### src/rtl/graph_col_buffer_pkg.sv
// graph_pkg: shared types and helpers for the graph column-height buffer.
//   gcb_state_t - fetch/swap controller states
//   flat_idx()  - (channel, column) -> flat element index
//   GCB_N_CH, GCB_N_COLS - default geometry; N_ELEM / IDX_W derive from it
package graph_pkg;

  localparam int GCB_N_CH   = 5;
  localparam int GCB_N_COLS = 20;
  localparam int N_ELEM     = GCB_N_CH * GCB_N_COLS;
  localparam int IDX_W      = $clog2(N_ELEM);

  typedef enum logic [1:0] {
    IDLE,
    FETCH,
    DRAIN,
    WAIT_EOF
  } gcb_state_t;

  // Element (ch, col) sits at ch*n_cols + col in both the buffers and the
  // memory window starting at BASE_ADDR.
  function automatic int flat_idx(input int ch, input int col,
                                  input int n_cols = GCB_N_COLS);
    return ch * n_cols + col;
  endfunction

endpackage

### src/rtl/graph_col_buffer_if.sv
// graph_col_buffer_if: control, char-memory port 2 and active-buffer bundle.
//   slave  - the buffer: takes en/trg/eof/ch_mask/mem_din, drives
//            mem_addr/mem_rd/busy/swap_done/out
//   master - the driving side (sync/control logic, memory, interpolators)
interface graph_col_buffer_if
  import graph_pkg::*;
#(
  parameter int N_CH   = GCB_N_CH,
  parameter int N_COLS = GCB_N_COLS,
  parameter int D_W    = 8,
  parameter int A_W    = 13
);

  logic                       en;
  logic                       trg;
  logic                       eof;
  logic [N_CH-1:0]            ch_mask;
  logic [D_W-1:0]             mem_din;
  logic [A_W-1:0]             mem_addr;
  logic                       mem_rd;
  logic                       busy;
  logic                       swap_done;
  logic [N_CH*N_COLS*D_W-1:0] out;

  modport slave (
    input  en, trg, eof, ch_mask, mem_din,
    output mem_addr, mem_rd, busy, swap_done, out
  );

  modport master (
    output en, trg, eof, ch_mask, mem_din,
    input  mem_addr, mem_rd, busy, swap_done, out
  );

endinterface

### src/rtl/graph_col_buffer_rd_lat_pipe.sv
// rd_lat_pipe: carries {valid, element index} alongside a memory read so the
// returning data can be written to the right shadow slot LAT cycles later.
//   clk, rst - clock, synchronous active-high reset
//   en       - low flushes every in-flight valid bit
//   in_vld / in_idx   - issue-cycle tag
//   out_vld / out_idx - tag aligned with the read data
module rd_lat_pipe
  import graph_pkg::*;
#(
  parameter int LAT   = 1,
  parameter int IDX_W = graph_pkg::IDX_W
) (
  input  logic             clk,
  input  logic             rst,
  input  logic             en,
  input  logic             in_vld,
  input  logic [IDX_W-1:0] in_idx,
  output logic             out_vld,
  output logic [IDX_W-1:0] out_idx
);

  logic [LAT-1:0]            vld;
  logic [LAT-1:0][IDX_W-1:0] idx;

  // NOTE: state registers use non-blocking assignments so every stage reads
  // the previous cycle's value of its neighbour, independent of statement order.
  always_ff @(posedge clk) begin
    if (rst || !en) begin
      vld <= '0;
    end else begin
      vld[0] <= in_vld;
      for (int i = 1; i < LAT; i++) vld[i] <= vld[i-1];
    end
  end

  // NOTE: the index stages are not reset; they are only consumed when the
  // matching valid bit is set, so their power-up contents never matter.
  always_ff @(posedge clk) begin
    idx[0] <= in_idx;
    for (int i = 1; i < LAT; i++) idx[i] <= idx[i-1];
  end

  assign out_vld = vld[LAT-1];
  assign out_idx = idx[LAT-1];

endmodule

### src/rtl/graph_col_buffer.sv
// graph_col_buffer: double-buffered multi-channel column-height store.
// A trigger fetches the enabled channels from char-memory port 2 into a shadow
// buffer; the next end-of-frame pulse copies shadow to the active buffer so the
// line interpolators never see a half-updated graph.
//   clk  - CLOCK_50 domain system clock
//   rst  - synchronous active-high reset
//   bus  - graph_col_buffer_if.slave: en, trg, eof, ch_mask, mem_din in;
//          mem_addr, mem_rd, busy, swap_done, out (active buffer) out
module graph_col_buffer
  import graph_pkg::*;
#(
  parameter int             N_CH      = GCB_N_CH,
  parameter int             N_COLS    = GCB_N_COLS,
  parameter int             D_W       = 8,
  parameter int             A_W       = 13,
  parameter logic [A_W-1:0] BASE_ADDR = 13'h0800,
  parameter int             MEM_LAT   = 1
) (
  input  logic               clk,
  input  logic               rst,
  graph_col_buffer_if.slave  bus
);

  localparam int ELEMS = N_CH * N_COLS;
  localparam int IW    = (ELEMS > 1) ? $clog2(ELEMS) : 1;
  localparam int CH_W  = (N_CH > 1) ? $clog2(N_CH) : 1;
  localparam int COL_W = (N_COLS > 1) ? $clog2(N_COLS) : 1;
  localparam int DC_W  = (MEM_LAT > 1) ? $clog2(MEM_LAT) : 1;
  localparam logic [COL_W-1:0] COL_LAST = COL_W'(N_COLS - 1);

  gcb_state_t               state, state_n;
  logic [N_CH-1:0]          mask_q, mask_n;
  logic [CH_W-1:0]          cur_ch, ch_n;
  logic [COL_W-1:0]         cur_col, col_n;
  logic [DC_W-1:0]          drain_cnt, drain_n;
  logic                     pending, pending_n;
  logic                     swap_done_q;
  logic                     issue, do_swap;
  logic [CH_W-1:0]          first_ch, nxt_ch;
  logic                     nxt_found;
  logic [IW-1:0]            issue_idx, cap_idx;
  logic                     cap_vld;
  logic [ELEMS-1:0][D_W-1:0] shadow, active;

  // Lowest channel of the incoming mask, and the next enabled channel above
  // the current one in the latched mask. Scanning downward leaves the lowest hit.
  always_comb begin
    first_ch  = '0;
    nxt_ch    = '0;
    nxt_found = 1'b0;
    for (int i = N_CH - 1; i >= 0; i--) begin
      if (bus.ch_mask[i]) first_ch = CH_W'(i);
      if (mask_q[i] && (CH_W'(i) > cur_ch)) begin
        nxt_ch    = CH_W'(i);
        nxt_found = 1'b1;
      end
    end
  end

  always_comb begin
    // NOTE: every signal gets its default before the case so no path leaves
    // one unassigned, which would otherwise infer a latch.
    state_n   = state;
    mask_n    = mask_q;
    ch_n      = cur_ch;
    col_n     = cur_col;
    drain_n   = drain_cnt;
    pending_n = pending;
    issue     = 1'b0;
    do_swap   = 1'b0;

    case (state)
      IDLE: begin
        // A held-over trigger is consumed here whether or not it starts a fetch.
        pending_n = 1'b0;
        if ((bus.trg || pending) && (bus.ch_mask != '0)) begin
          mask_n  = bus.ch_mask;
          ch_n    = first_ch;
          col_n   = '0;
          state_n = FETCH;
        end
      end
      FETCH: begin
        issue = 1'b1;
        if (cur_col == COL_LAST) begin
          col_n = '0;
          if (nxt_found) begin
            ch_n = nxt_ch;
          end else begin
            state_n = DRAIN;
            drain_n = DC_W'(MEM_LAT - 1);
          end
        end else begin
          col_n = cur_col + 1'b1;
        end
      end
      DRAIN: begin
        // MEM_LAT cycles: the last tag leaves the latency pipe in the final one.
        if (drain_cnt == '0) state_n = WAIT_EOF;
        else                 drain_n = drain_cnt - 1'b1;
      end
      WAIT_EOF: begin
        if (bus.eof) begin
          do_swap = 1'b1;
          state_n = IDLE;
        end
      end
      default: state_n = IDLE;
    endcase

    if ((state != IDLE) && bus.trg) pending_n = 1'b1;

    if (!bus.en) begin
      state_n   = IDLE;
      pending_n = 1'b0;
      issue     = 1'b0;
      do_swap   = 1'b0;
    end
  end

  assign issue_idx = IW'(flat_idx(int'(cur_ch), int'(cur_col), N_COLS));

  rd_lat_pipe #(
    .LAT   (MEM_LAT),
    .IDX_W (IW)
  ) u_rd_lat_pipe (
    .clk     (clk),
    .rst     (rst),
    .en      (bus.en),
    .in_vld  (issue),
    .in_idx  (issue_idx),
    .out_vld (cap_vld),
    .out_idx (cap_idx)
  );

  always_ff @(posedge clk) begin
    if (rst) begin
      state       <= IDLE;
      mask_q      <= '0;
      cur_ch      <= '0;
      cur_col     <= '0;
      drain_cnt   <= '0;
      pending     <= 1'b0;
      swap_done_q <= 1'b0;
      shadow      <= '0;
      active      <= '0;
    end else begin
      state       <= state_n;
      mask_q      <= mask_n;
      cur_ch      <= ch_n;
      cur_col     <= col_n;
      drain_cnt   <= drain_n;
      pending     <= pending_n;
      swap_done_q <= do_swap;
      if (do_swap) active <= shadow;
      // Captures still in flight when en drops are dropped, not written.
      if (cap_vld && bus.en) shadow[cap_idx] <= bus.mem_din;
    end
  end

  // Address held at the current (ch,col); equals BASE_ADDR after reset.
  assign bus.mem_addr  = BASE_ADDR + A_W'(flat_idx(int'(cur_ch), int'(cur_col), N_COLS));
  assign bus.mem_rd    = issue;
  assign bus.busy      = (state != IDLE);
  assign bus.swap_done = swap_done_q;
  assign bus.out       = active;

endmodule

### src/flat_wrapper.sv
// flat-port wrapper written by rule: the top's interface ports become plain ports
module graph_col_buffer_flat import graph_pkg::*;
#(
  parameter int             N_CH      = GCB_N_CH,
  parameter int             N_COLS    = GCB_N_COLS,
  parameter int             D_W       = 8,
  parameter int             A_W       = 13,
  parameter logic [A_W-1:0] BASE_ADDR = 13'h0800,
  parameter int             MEM_LAT   = 1
)
  (clk, rst, bus_en, bus_trg, bus_eof, bus_ch_mask, bus_mem_din, bus_mem_addr, bus_mem_rd, bus_busy, bus_swap_done, bus_out);
  graph_col_buffer_if #(.N_CH(N_CH), .N_COLS(N_COLS), .D_W(D_W), .A_W(A_W)) bus_i ();
  input  logic clk;
  input  logic rst;
  input wire logic [$bits(bus_i.en)-1:0] bus_en;
  input wire logic [$bits(bus_i.trg)-1:0] bus_trg;
  input wire logic [$bits(bus_i.eof)-1:0] bus_eof;
  input wire logic [$bits(bus_i.ch_mask)-1:0] bus_ch_mask;
  input wire logic [$bits(bus_i.mem_din)-1:0] bus_mem_din;
  output wire logic [$bits(bus_i.mem_addr)-1:0] bus_mem_addr;
  output wire logic [$bits(bus_i.mem_rd)-1:0] bus_mem_rd;
  output wire logic [$bits(bus_i.busy)-1:0] bus_busy;
  output wire logic [$bits(bus_i.swap_done)-1:0] bus_swap_done;
  output wire logic [$bits(bus_i.out)-1:0] bus_out;
  assign bus_i.en = bus_en;
  assign bus_i.trg = bus_trg;
  assign bus_i.eof = bus_eof;
  assign bus_i.ch_mask = bus_ch_mask;
  assign bus_i.mem_din = bus_mem_din;
  assign bus_mem_addr = bus_i.mem_addr;
  assign bus_mem_rd = bus_i.mem_rd;
  assign bus_busy = bus_i.busy;
  assign bus_swap_done = bus_i.swap_done;
  assign bus_out = bus_i.out;
  graph_col_buffer #(.N_CH(N_CH), .N_COLS(N_COLS), .D_W(D_W), .A_W(A_W), .BASE_ADDR(BASE_ADDR), .MEM_LAT(MEM_LAT)) u_core (.clk(clk), .rst(rst), .bus(bus_i));
endmodule
### config.mk
export PLATFORM = sky130hd
export DESIGN_NAME = graph_col_buffer_flat
export DESIGN_NICKNAME = d
export VERILOG_FILES = /design/src/rtl/graph_col_buffer_pkg.sv /design/src/rtl/graph_col_buffer_if.sv /design/src/rtl/graph_col_buffer_rd_lat_pipe.sv /design/src/rtl/graph_col_buffer.sv /design/src/flat_wrapper.sv
export SDC_FILE = /design/constraint.sdc
export NUM_CORES = 2
export LEC_CHECK = 0
export CORE_MARGIN = 2
export CORE_UTILIZATION = 40
export DETAILED_ROUTE_END_ITERATION = 10
export PLACE_DENSITY = 0.73
export SYNTH_ARGS = -nofsm -noshare
export SYNTH_HDL_FRONTEND = slang
export SYNTH_SLANG_ARGS = --single-unit
### constraint.sdc
create_clock -name clk -period 1.9 [get_ports clk]
set_input_delay 0.19 -clock clk [delete_from_list [all_inputs] [get_ports clk]]
set_output_delay 0.19 -clock clk [all_outputs]
set_load 0.005 [all_outputs]
# After elaboration in Yosys (flattened, before gate mapping)
# Index checks and enable logic that the tools add are counted.
[classes] n_addsub=4 n_eq_ne=10 magnitude_cmp=7 mul=1 bitwise_logic=1 n_reduce_logical=24 muxes=42
[ops] operator="bitwise mux 800 bit" n=1
[ops] operator="demux 8 bit (select 7 bit)" n=1
[ops] operator="two-way mux 3 bit" n=13
[ops] operator="two-way mux 1 bit" n=15
[ops] operator="adder 12 x 13 -> 13 bit, first input constant" n=1
[ops] operator="adder 13 x 6 -> 13 bit" n=1
[ops] operator="two-way mux 2 bit" n=5
[ops] operator="two-way mux 5 bit" n=2
[ops] operator="one-hot mux 5 bit (2 select lines)" n=1
[ops] operator="logical AND 1 bit" n=9
[ops] operator="less-than comparator 7 x 8 -> 1 bit, second input constant" n=1
[ops] operator="two-way mux 8 bit" n=1
[ops] operator="one-hot mux 2 bit (4 select lines)" n=1
[ops] operator="nonzero test 2 bit" n=4
[ops] operator=">= comparator 7 x 1 -> 1 bit, second input constant" n=1
[ops] operator="greater-than comparator 1 x 3 -> 1 bit, first input constant" n=2
[ops] operator="greater-than comparator 2 x 3 -> 1 bit, first input constant" n=2
[ops] operator="multiplier 3 x 3 -> 6 bit, second input constant" n=1
[ops] operator="inequality test 2 x 1 -> 1 bit, second input constant" n=3
[ops] operator="inequality test 2 bit, second input constant" n=3
[ops] operator="one-hot mux 3 bit (2 select lines)" n=1
[ops] operator="adder 5 x 1 -> 5 bit, second input constant" n=1
[ops] operator="equality test 5 bit, second input constant" n=1
[ops] operator="AND reduction 5 bit" n=1
[ops] operator="other kinds (14)" n=17
[totals] elab_cells=298 register_bits=1626 in_bits=18 out_inout_bits=816

# Depth between registers and ports, before layout
[depth] ltp_word=10 depth_mapped=7 mapped_depth_nobuf=7

# Cells and area by module
# From an unflattened synthesis, not the netlist that was laid out.
[unflattened] cells_unflattened=7184 area_unflattened_um2=57437.6
[modules_own_cells] module="graph_col_buffer" instances=1 area_each_um2=57268.7 seq_area_each_um2=32351.0 cells_per_inst=7175
[modules_own_cells] module="rd_lat_pipe" instances=1 area_each_um2=168.9 seq_area_each_um2=160.2 cells_per_inst=9

# Worst setup path after synthesis
# Ideal clock, no wire load.
[synth_path] kind="register to register" startpoint="register u_core.u_rd_lat_pipe.idx (netlist bit u_core.u_rd_lat_pipe.out_idx[3])" endpoint="register u_core.shadow[0] in the netlist's numbering" synth_period_minus_slack_ps=2008 n_path_buf=3 t_arrival_ps=1881 setup_ps=128 stages_incl_launch_ff=8 slack_ps=-108 required_time_ps=1772 cell_sequence="dfxtp_1 -> buf_6 -> or4_4 -> buf_6 -> or4_1 -> buf_6 -> mux2i_1 -> nor2_1"
[synth_between] elab_chain_cells=5 elab_cells_between_ends=6 cone_classes="2 x order compare; 3 x mux; 1 x reduce/logical"
[synth_lines] item="from (decl)" line="graph_col_buffer_rd_lat_pipe.sv:23" text="logic [LAT-1:0][IDX_W-1:0] idx;"
[synth_lines] item="less-than comparator 7 x 8 -> 1 bit (implied by the code) / >= comparator 7 x 1 -> 1 bit (equally long branches)" line="graph_col_buffer.sv:157" text="if (cap_vld && bus.en) shadow[cap_idx] <= bus.mem_din;"
[synth_lines] item="logical AND 1 bit (implied by the code)" line="graph_col_buffer.sv:157"
[synth_lines] item="two-way mux 8 bit (implied by the code)" line="graph_col_buffer.sv:157"
[synth_lines] item="demux 8 bit (select 7 bit) *"
[synth_lines] item="bitwise mux 800 bit *" line="graph_col_buffer.sv:157"
[synth_lines] item="to (signal, indexed assignment)" line="graph_col_buffer.sv:157"
[synth_lines] item="to (decl)" line="graph_col_buffer.sv:43" text="logic [ELEMS-1:0][D_W-1:0] shadow, active;"
# Every way passes the cells marked *; elsewhere a longest branch is shown, timed or not.
# A chain may end at the register's enable or synchronous reset.

# Final worst setup path
[layout_path] startpoint="register u_core.cur_ch[2]" endpoint="output bus_mem_addr[7]"
[layout_between] elab_chain_cells=3
[layout_lines] item="from (decl)" line="graph_col_buffer.sv:33" text="logic [CH_W-1:0] cur_ch, ch_n;"
[layout_lines] item="from (signal assigned)" line="graph_col_buffer.sv:150" text="cur_ch <= ch_n;"
[layout_lines] item="multiplier 3 x 3 -> 6 bit"
[layout_lines] item="adder 13 x 6 -> 13 bit" line="graph_col_buffer_pkg.sv:23" text="return ch * n_cols + col;"
[layout_lines] item="adder 12 x 13 -> 13 bit" line="graph_col_buffer.sv:162" text="assign bus.mem_addr = BASE_ADDR + A_W'(flat_idx(int'(cur_ch), int'(cur_col), N_COLS));"
[layout_lines] item="to (decl)" line="flat_wrapper.sv:20" text="output wire logic [$bits(bus_i.mem_addr)-1:0] bus_mem_addr;"
# Every way passes these cells.

==> results.sh <==
export IMPL_clock_sinks=1624
export IMPL_synth_area_per_cell_um2=9.099
export IMPL_vias=48110
export IMPL_routed_wl_mm=191.2
export IMPL_hold_viol=0
export IMPL_synth_edf_count=0
export IMPL_cts_root_buf="clkbuf_16"
export IMPL_cp_arrival_ns=2.44
export IMPL_rsz0062_at_grt="true"
export IMPL_stdcell_count=9298
export IMPL_row_count=139
export IMPL_layout_common_cells="1,606 x nand2_1, 1,270 x dfxtp_1, 812 x nor2_1"
export IMPL_grt_max_degree=124
export IMPL_nets=7302
export IMPL_status="finished with violations"
export IMPL_finalSetupViolations=365
export IMPL_grt_pass1_vias=46270
export IMPL_cp_slowest_stage_delay_ns=0.33
export IMPL_grt_antenna_before_repair=8
export IMPL_crit_fanout=2
export IMPL_globalplace_congestion=0.8213
export IMPL_worstSetupPathType="flip-flop to primary output"
export IMPL_synth_cell_types=56
export IMPL_cp_num_buf_inv=2
export IMPL_cts_buffers=164
export IMPL_htreeDepth=4
export IMPL_syn_inst=6384
export IMPL_setup_tns_ns=-30.97
export IMPL_cp_start_kind="flip-flop"
export IMPL_start_util_pct=40.39
export IMPL_finalCritPeriodShare_pct=138.6
export IMPL_cts_tree="built"
export IMPL_worstSkewPairLatency_ns=0.79
export IMPL_die_area_um2=148300
export IMPL_overflow=0
export IMPL_grt_pass1_wl_mm=276.8
export IMPL_place_area_um2=71310
export IMPL_core_area_um2=143800
export IMPL_fin_skew_ns=0.03884
export IMPL_cts_reportedPaths_clkPinSlew_ns=0.06
export IMPL_worstPathRequired_ns=1.71
export IMPL_cts_max_path_buffers=3
export IMPL_async_flop_share_pct=0
export IMPL_n_fill_cell=12420
export IMPL_ios=834
export IMPL_ys_flop_type="dfxtp_1"
export IMPL_area_growth_pct=35.06
export IMPL_netlist_area_um2=58090
export IMPL_ir_worst_vdd_uv=698.9
export IMPL_hpwl_mm=123.2
export IMPL_leakage_nw=30.92
export IMPL_maxSlewHeadroom_pct=60.94
export IMPL_worst_slack_ns=-0.7338
export IMPL_drive_gt1_share_pct=16.46
export IMPL_final_common_cell="nand2_1"
export IMPL_cp_common_cell="ha_4"
export IMPL_viasPerCell=5.174
export IMPL_powerDensity_nw_per_um2=883.4
export IMPL_place_port_buffers=829
export IMPL_route_detailed_drc=0
export IMPL_cp_cell_sequence="buf_6, ha_2, ha_4, ha_4, nand2_2, nor2_2, xor2_2, buf_2"
export IMPL_track_usage_pct=24.17
export IMPL_dr_first_iter_drc_count=3546
export IMPL_fmax_mhz=379.7
export IMPL_violations="negative setup slack"
export IMPL_yosys_warnings=0
export IMPL_fin_area_um2=78450
export IMPL_critPathSlowestCell="dfxtp_2"
export IMPL_drt_pass1_iter_count=7
export IMPL_fin_crit_ns=2.634
export IMPL_hp_class="primary input to flip-flop"
export IMPL_die_w_um=385.1
export IMPL_cap_violations=0
export IMPL_ys_seq_elements=1624
export IMPL_ant_nets=0
export IMPL_dieHeight_um=385.1
export IMPL_dp_cells=8950
export IMPL_slew_viol_final=0
export IMPL_cp_top_family="adder cells"
export IMPL_yosysSeqAreaShare_pct=55.97
export IMPL_end_kind="primary output"
export IMPL_avgRoutedWirePerCell_um=20.56
export IMPL_tightest_slew_ns=0.5859
## through the flow
step / util, % / setup WS, ns / hold slack [ns] / total power (W)
floorplan: - / -0.1025 / 0.3339 / 0.03621
global placement: 49.58 / -0.6364 / 0.4352 / 0.03737
detailed placement: 49.58 / -0.6113 / 0.4414 / 0.03739
CTS: 53.82 / -0.7731 / 0.1175 / 0.06962
global route: 54.54 / -0.7991 / 0.1568 / 0.07123
finish: 54.54 / -0.7338 / 0.1669 / 0.06930
## repair_timing
action | 4_1_cts | 5_1_grt
resized for setup | 943 | 122
cloned | 0 | 11
pin swaps | 21 | 50
hold endpoints to repair | 256 | 0
hold buffers | 9 | 0
endpoints found under the setup margin | 1323 | 1002
setup buffers | 29 | 23
## worst min-delay path: cells and delay by family
family	cells	cell delay, ns
AND/OR/NAND/NOR	1	0.08
multiplexers	1	0.06
buffers and inverters	2	0.58
## final timing paths
check	startpoint	to	slack [ns]	cells after the start
hold / removal	bus_ch_mask[2]	u_core.mask_q[2]$_SDFFE_PP0P_	0.17	4
setup reg to reg	u_core.u_rd_lat_pipe.out_idx[3]$_DFF_P_	u_core.shadow[0]$_SDFFE_PP0P_	-0.20	5
hold reg to reg	u_core.shadow[576]$_SDFFE_PP0P_	u_core.bus.out[576]$_SDFFE_PP0P_	0.42	2
setup / recovery	u_core.cur_ch[2]$_SDFFE_PP0P_	bus_mem_addr[7]	-0.73	8
## synthesized netlist by cell type (2+ instances only)
library cell / number / area (um^2)
dfxtp_1: 1624 / 32510
nand2_1: 1608 / 6036
nor2_1: 813 / 3052
mux2i_1: 807 / 8078
a21oi_1: 806 / 4034
clkbuf_1: 393 / 1475
buf_1: 63 / 236.5
nor3_4: 63 / 1025
buf_2: 35 / 175.2
or4_1: 28 / 210.2
inv_1: 19 / 71.32
buf_4: 15 / 112.6
buf_6: 14 / 157.7
ha_1: 12 / 150.1
nand2b_1: 7 / 43.79
o21ai_0: 7 / 35.03
nand4bb_1: 6 / 67.56
nor3_2: 5 / 50.05
nor2b_1: 3 / 18.77
nor3b_1: 3 / 22.52
nor4_4: 3 / 63.81
or4_4: 3 / 33.78
xnor2_1: 3 / 26.28
a21o_1: 2 / 15.01
and4_1: 2 / 17.52
conb_1: 2 / 7.510
nand3_1: 2 / 10.01
nand4_1: 2 / 12.51
o221ai_1: 2 / 17.52
o31ai_1: 2 / 15.01
or3b_2: 2 / 17.52
or4b_1: 2 / 20.02
or4b_4: 2 / 27.53
xor2_1: 2 / 17.52
## sequential cells by signal, indices dropped and copies added, names as in the netlist
signal                        count
u_core.bus.out                  800
u_core.shadow                   800
u_core.u_rd_lat_pipe.out_idx      7
u_core.cur_col                    5
u_core.mask_q                     4
u_core.cur_ch                     3
u_core.state                      2
u_core.bus.swap_done              1
u_core.pending                    1
u_core.u_rd_lat_pipe.out_vld      1
## cells by family (layout without fill, tap and decap cells)
logic type                 count (synthesis)  count (layout)  synth area share [%]
DFF                                     1624            1624                 55.97
xor gates and xnor gates                   5               5               0.07540
buffers and inverters                    539            1545                 3.836
AOI/OAI and AO/OA                        831             831                 7.289
and+or+nand+nor                         2563            2563                 18.62
other                                      2               7               0.01293
muxes                                    807             807                 13.91
adders and majority gates                 13              13                0.2929
## report_power, final
part	total, W	internal (W)	switching (W)	leakage [nW]
Clock	0.0324	0.0187	0.0137	2.64
Combinational	0.00280	0.000916	0.00188	15.0
Sequential	0.0341	0.0340	0.0000831	13.3
Total	0.0693	0.0537	0.0156	30.9
## routing by layer
layer | routed length [um] | GRT usage [%]
met5 | 69 | 0
met3 | 13210 | 5.286
met2 | 88540 | 38.80
met4 | 7762 | 10.73
met1 | 81570 | 31.12
## final cells by class
type                       instances  area (um^2)  area share [%]
clock buffer                     243         4845           6.175
clock inverter                    44        533.0          0.6794
tap                             1903         2381           3.035
antenna                            3        7.507        0.009569
multi-input combinational       4223        24040           30.64
timing repair buffer            1239        13500           17.21
sequential                      1624        33060           42.15
inverter                          19        78.83          0.1005
Note: power is estimated with default switching activity, not from simulation.
==> edit, RTL diff (same flow settings) <==
`MEM_LAT` is set to 1 in 2 places; all go to 2.
--- a/src/rtl/graph_col_buffer.sv
+++ b/src/rtl/graph_col_buffer.sv
@@ -14,7 +14,7 @@
   parameter int             D_W       = 8,
   parameter int             A_W       = 13,
   parameter logic [A_W-1:0] BASE_ADDR = 13'h0800,
-  parameter int             MEM_LAT   = 1
+  parameter int             MEM_LAT   = 2
 ) (
   input  logic               clk,
   input  logic               rst,
--- a/src/flat_wrapper.sv
+++ b/src/flat_wrapper.sv
@@ -6,7 +6,7 @@
   parameter int             D_W       = 8,
   parameter int             A_W       = 13,
   parameter logic [A_W-1:0] BASE_ADDR = 13'h0800,
-  parameter int             MEM_LAT   = 1
+  parameter int             MEM_LAT   = 2
 )
   (clk, rst, bus_en, bus_trg, bus_eof, bus_ch_mask, bus_mem_din, bus_mem_addr, bus_mem_rd, bus_busy, bus_swap_done, bus_out);
   graph_col_buffer_if #(.N_CH(N_CH), .N_COLS(N_COLS), .D_W(D_W), .A_W(A_W)) bus_i ();
Check against the original RTL: not settled (the Yosys comparison gave no result); the edit may change what the design does.
==> edit against the unedited design <==
The run still ends with setup timing left. Count of clock-buffer cells in the layout rose by 1. Setup slack got worse by 0.019 ns. Via count rose by 12%. Wire length rose by 5.6%. Cell area fell by 1.1%. Sequential cell count rose by 9. Synthesized area fell by 0.84%. Total power rose by 0.26%.
==> edit: results (changes against the unedited design) <==
status complete, but fails checks; failing checks setup timing; Int Power 53,900 µW (+0.50%); Max stage delay on crit path 0.38 ns (+0.05 ns); worst vdd rail ir drop 0.000601 V (-14%); First-pass DRT Iterations 7 (unchanged); Final WS setup -0.752 ns (-0.0187 ns); post-synthesis cell type count 54 (-3.6%); Synth Warn # 0 (unchanged); initial antenna violation count 4 (-4); Place WS -0.740 ns (-0.129 ns); root buffer cell clkbuf_16; number of global-route vias before repair 51,100 (+10%); Inserted Clock Buffers 163 (-0.61%); crit-path max FO 2 (unchanged); CP arrival 2.46 ns (+0.02 ns); Seq/Total Area, Yosys 56.8% (+0.79 points); Synth top cells by count nand2_1 (2,292), dfxtp_1 (1,633), a21oi_1 (1,447); Slowest cell on crit path dfxtp_2; Clock transition at path regs 0.06 ns (about the same); first-pass GRT wire length 299,000 µm (+7.9%); Post-DP Area 0.0710 mm² (-0.51%); Worst Skew 0.0337 ns (-0.00513 ns); synth top area cells dfxtp_1 (57%), nand2_1 (15%), a21oi_1 (13%), o21ai_0 (4.0%), clkbuf_1 (3.6%); Total GRT Usage 26.0% (+1.8 points); Period minus WS final 2.65 ns (+0.0187 ns); GP Congestion 0.873 (+6.3%); Post-DP HPWL 133,000 µm (+8.0%); aggregate routed wire length 202,000 µm (+5.6%); Vias/cell 5.37 (+3.8%); Setup-failing EPs final 6 (-98%); clk buf depth 3 (unchanged); input/output buffers 829 (unchanged); worst skew pair latency 0.80 ns; delay-heaviest family, CP adder cells; share of layout cells above drive strength 1 14.7% (-1.7 points); Nets 8,062 (+10%); H-tree depth 4 (unchanged); largest net degree at the start of global routing 90 (-27%); fill count 12,700 (+2.6%); slew margin rel. 53.9% (-7.0 points); Hold Path Class in2reg; Iter 0 DRT Violations 5,003 (+41%); Post-synth ARST share 0% (unchanged); Leakage 0.0294 µW (-4.9%)
-- edit: worst paths after layout --
kind	endpoint	slack [ns]	startpoint	depth (start not counted)
worst max-delay path	bus_mem_addr[7]	-0.75	u_core.cur_ch[2]$_SDFFE_PP0P_	10
worst min-delay path	u_core.pending$_SDFFE_PP0P_	0.10	bus_trg	3
worst max register to register	u_core.bus.out[408]$_SDFFE_PP0P_	0	u_core.state[1]$_SDFFE_PP0P_	7
worst min register to register	u_core.u_rd_lat_pipe.out_idx[3]$_DFF_P_	0.32	u_core.u_rd_lat_pipe.idx[3]$_DFF_P_	0
-- edit: power by group through the flow --
stage | clock (µW) | combinational (µW) | sequential, µW
2_1_floorplan | 0 | 1050 | 35000
4_1_cts | 33300 | 2170 | 34200
3_5_place_dp | 0 | 2110 | 35100
5_1_grt | 34800 | 2350 | 34200
3_3_place_gp | 0 | 2100 | 35100
6_report | 33000 | 2250 | 34200
-- edit: tightest hold or removal path, cell delays in order --
cell and delay (ns):
clkdlybuf4s50_1 0.43, o21ai_0 0.18, nor2_1 0.04
-- edit: metrics by stage --
step	TNS [ns]	std cells
global route	-4.50	10100
global placement	-135.00	9733
CTS	-4.00	10100
floorplan	-1.94	7163
finish	-3.80	10100
detailed placement	-185.57	9733
-- edit: kinds of logic (layout without fill, tap and decap cells) --
kind of cell | after synthesis | in the layout | share of synthesized area (%)
AND/OR/NAND/NOR | 2803 | 2803 | 19.1
buffers and inverters | 620 | 1617 | 4.12
XOR/XNOR | 4 | 4 | 0.0608
adder cells (fa/ha/maj) | 13 | 13 | 0.295
other | 2 | 6 | 0.0130
multiplexers | 167 | 167 | 2.90
AO/OA/AOI/OAI | 1919 | 1919 | 16.8
flip-flops | 1633 | 1633 | 56.8
-- edit: per-layer routing --
| layer | vias up | track usage [%] | part of all wire, % | wire, µm |
|---|---|---|---|---|
| li1 | 25300 | - | - | - |
| met2 | 2346 | 41.8 | 46 | 93400 |
| met5 | - | 0 | 0.022 | 44 |
| met1 | 25900 | 32.6 | 40 | 81000 |
| met4 | 6 | 14.5 | 5.7 | 11500 |
| met3 | 521 | 5.13 | 7.8 | 15800 |
-- edit: what timing repair did --
action / CTS / global route
setup endpoints to repair: 744 / 322
hold buffers: 9 / 0
endpoints found under the hold margin: 476 / 0
gates cloned: 0 / 4
pin swaps: 11 / 17
buffers inserted: 17 / 6
resized for setup: 891 / 149
-- edit: layout make-up --
class	instances	area, µm²	area share, %
well taps	1903	2380	3.07
clock buffers	244	4900	6.31
inverters	14	57.6	0.0742
repair buffers	1309	13300	17.1
multi-input cells	4910	23000	29.6
clock inverters	50	668	0.861
diodes	2	5.00	0.00645
flip-flops and latches	1633	33300	42.9
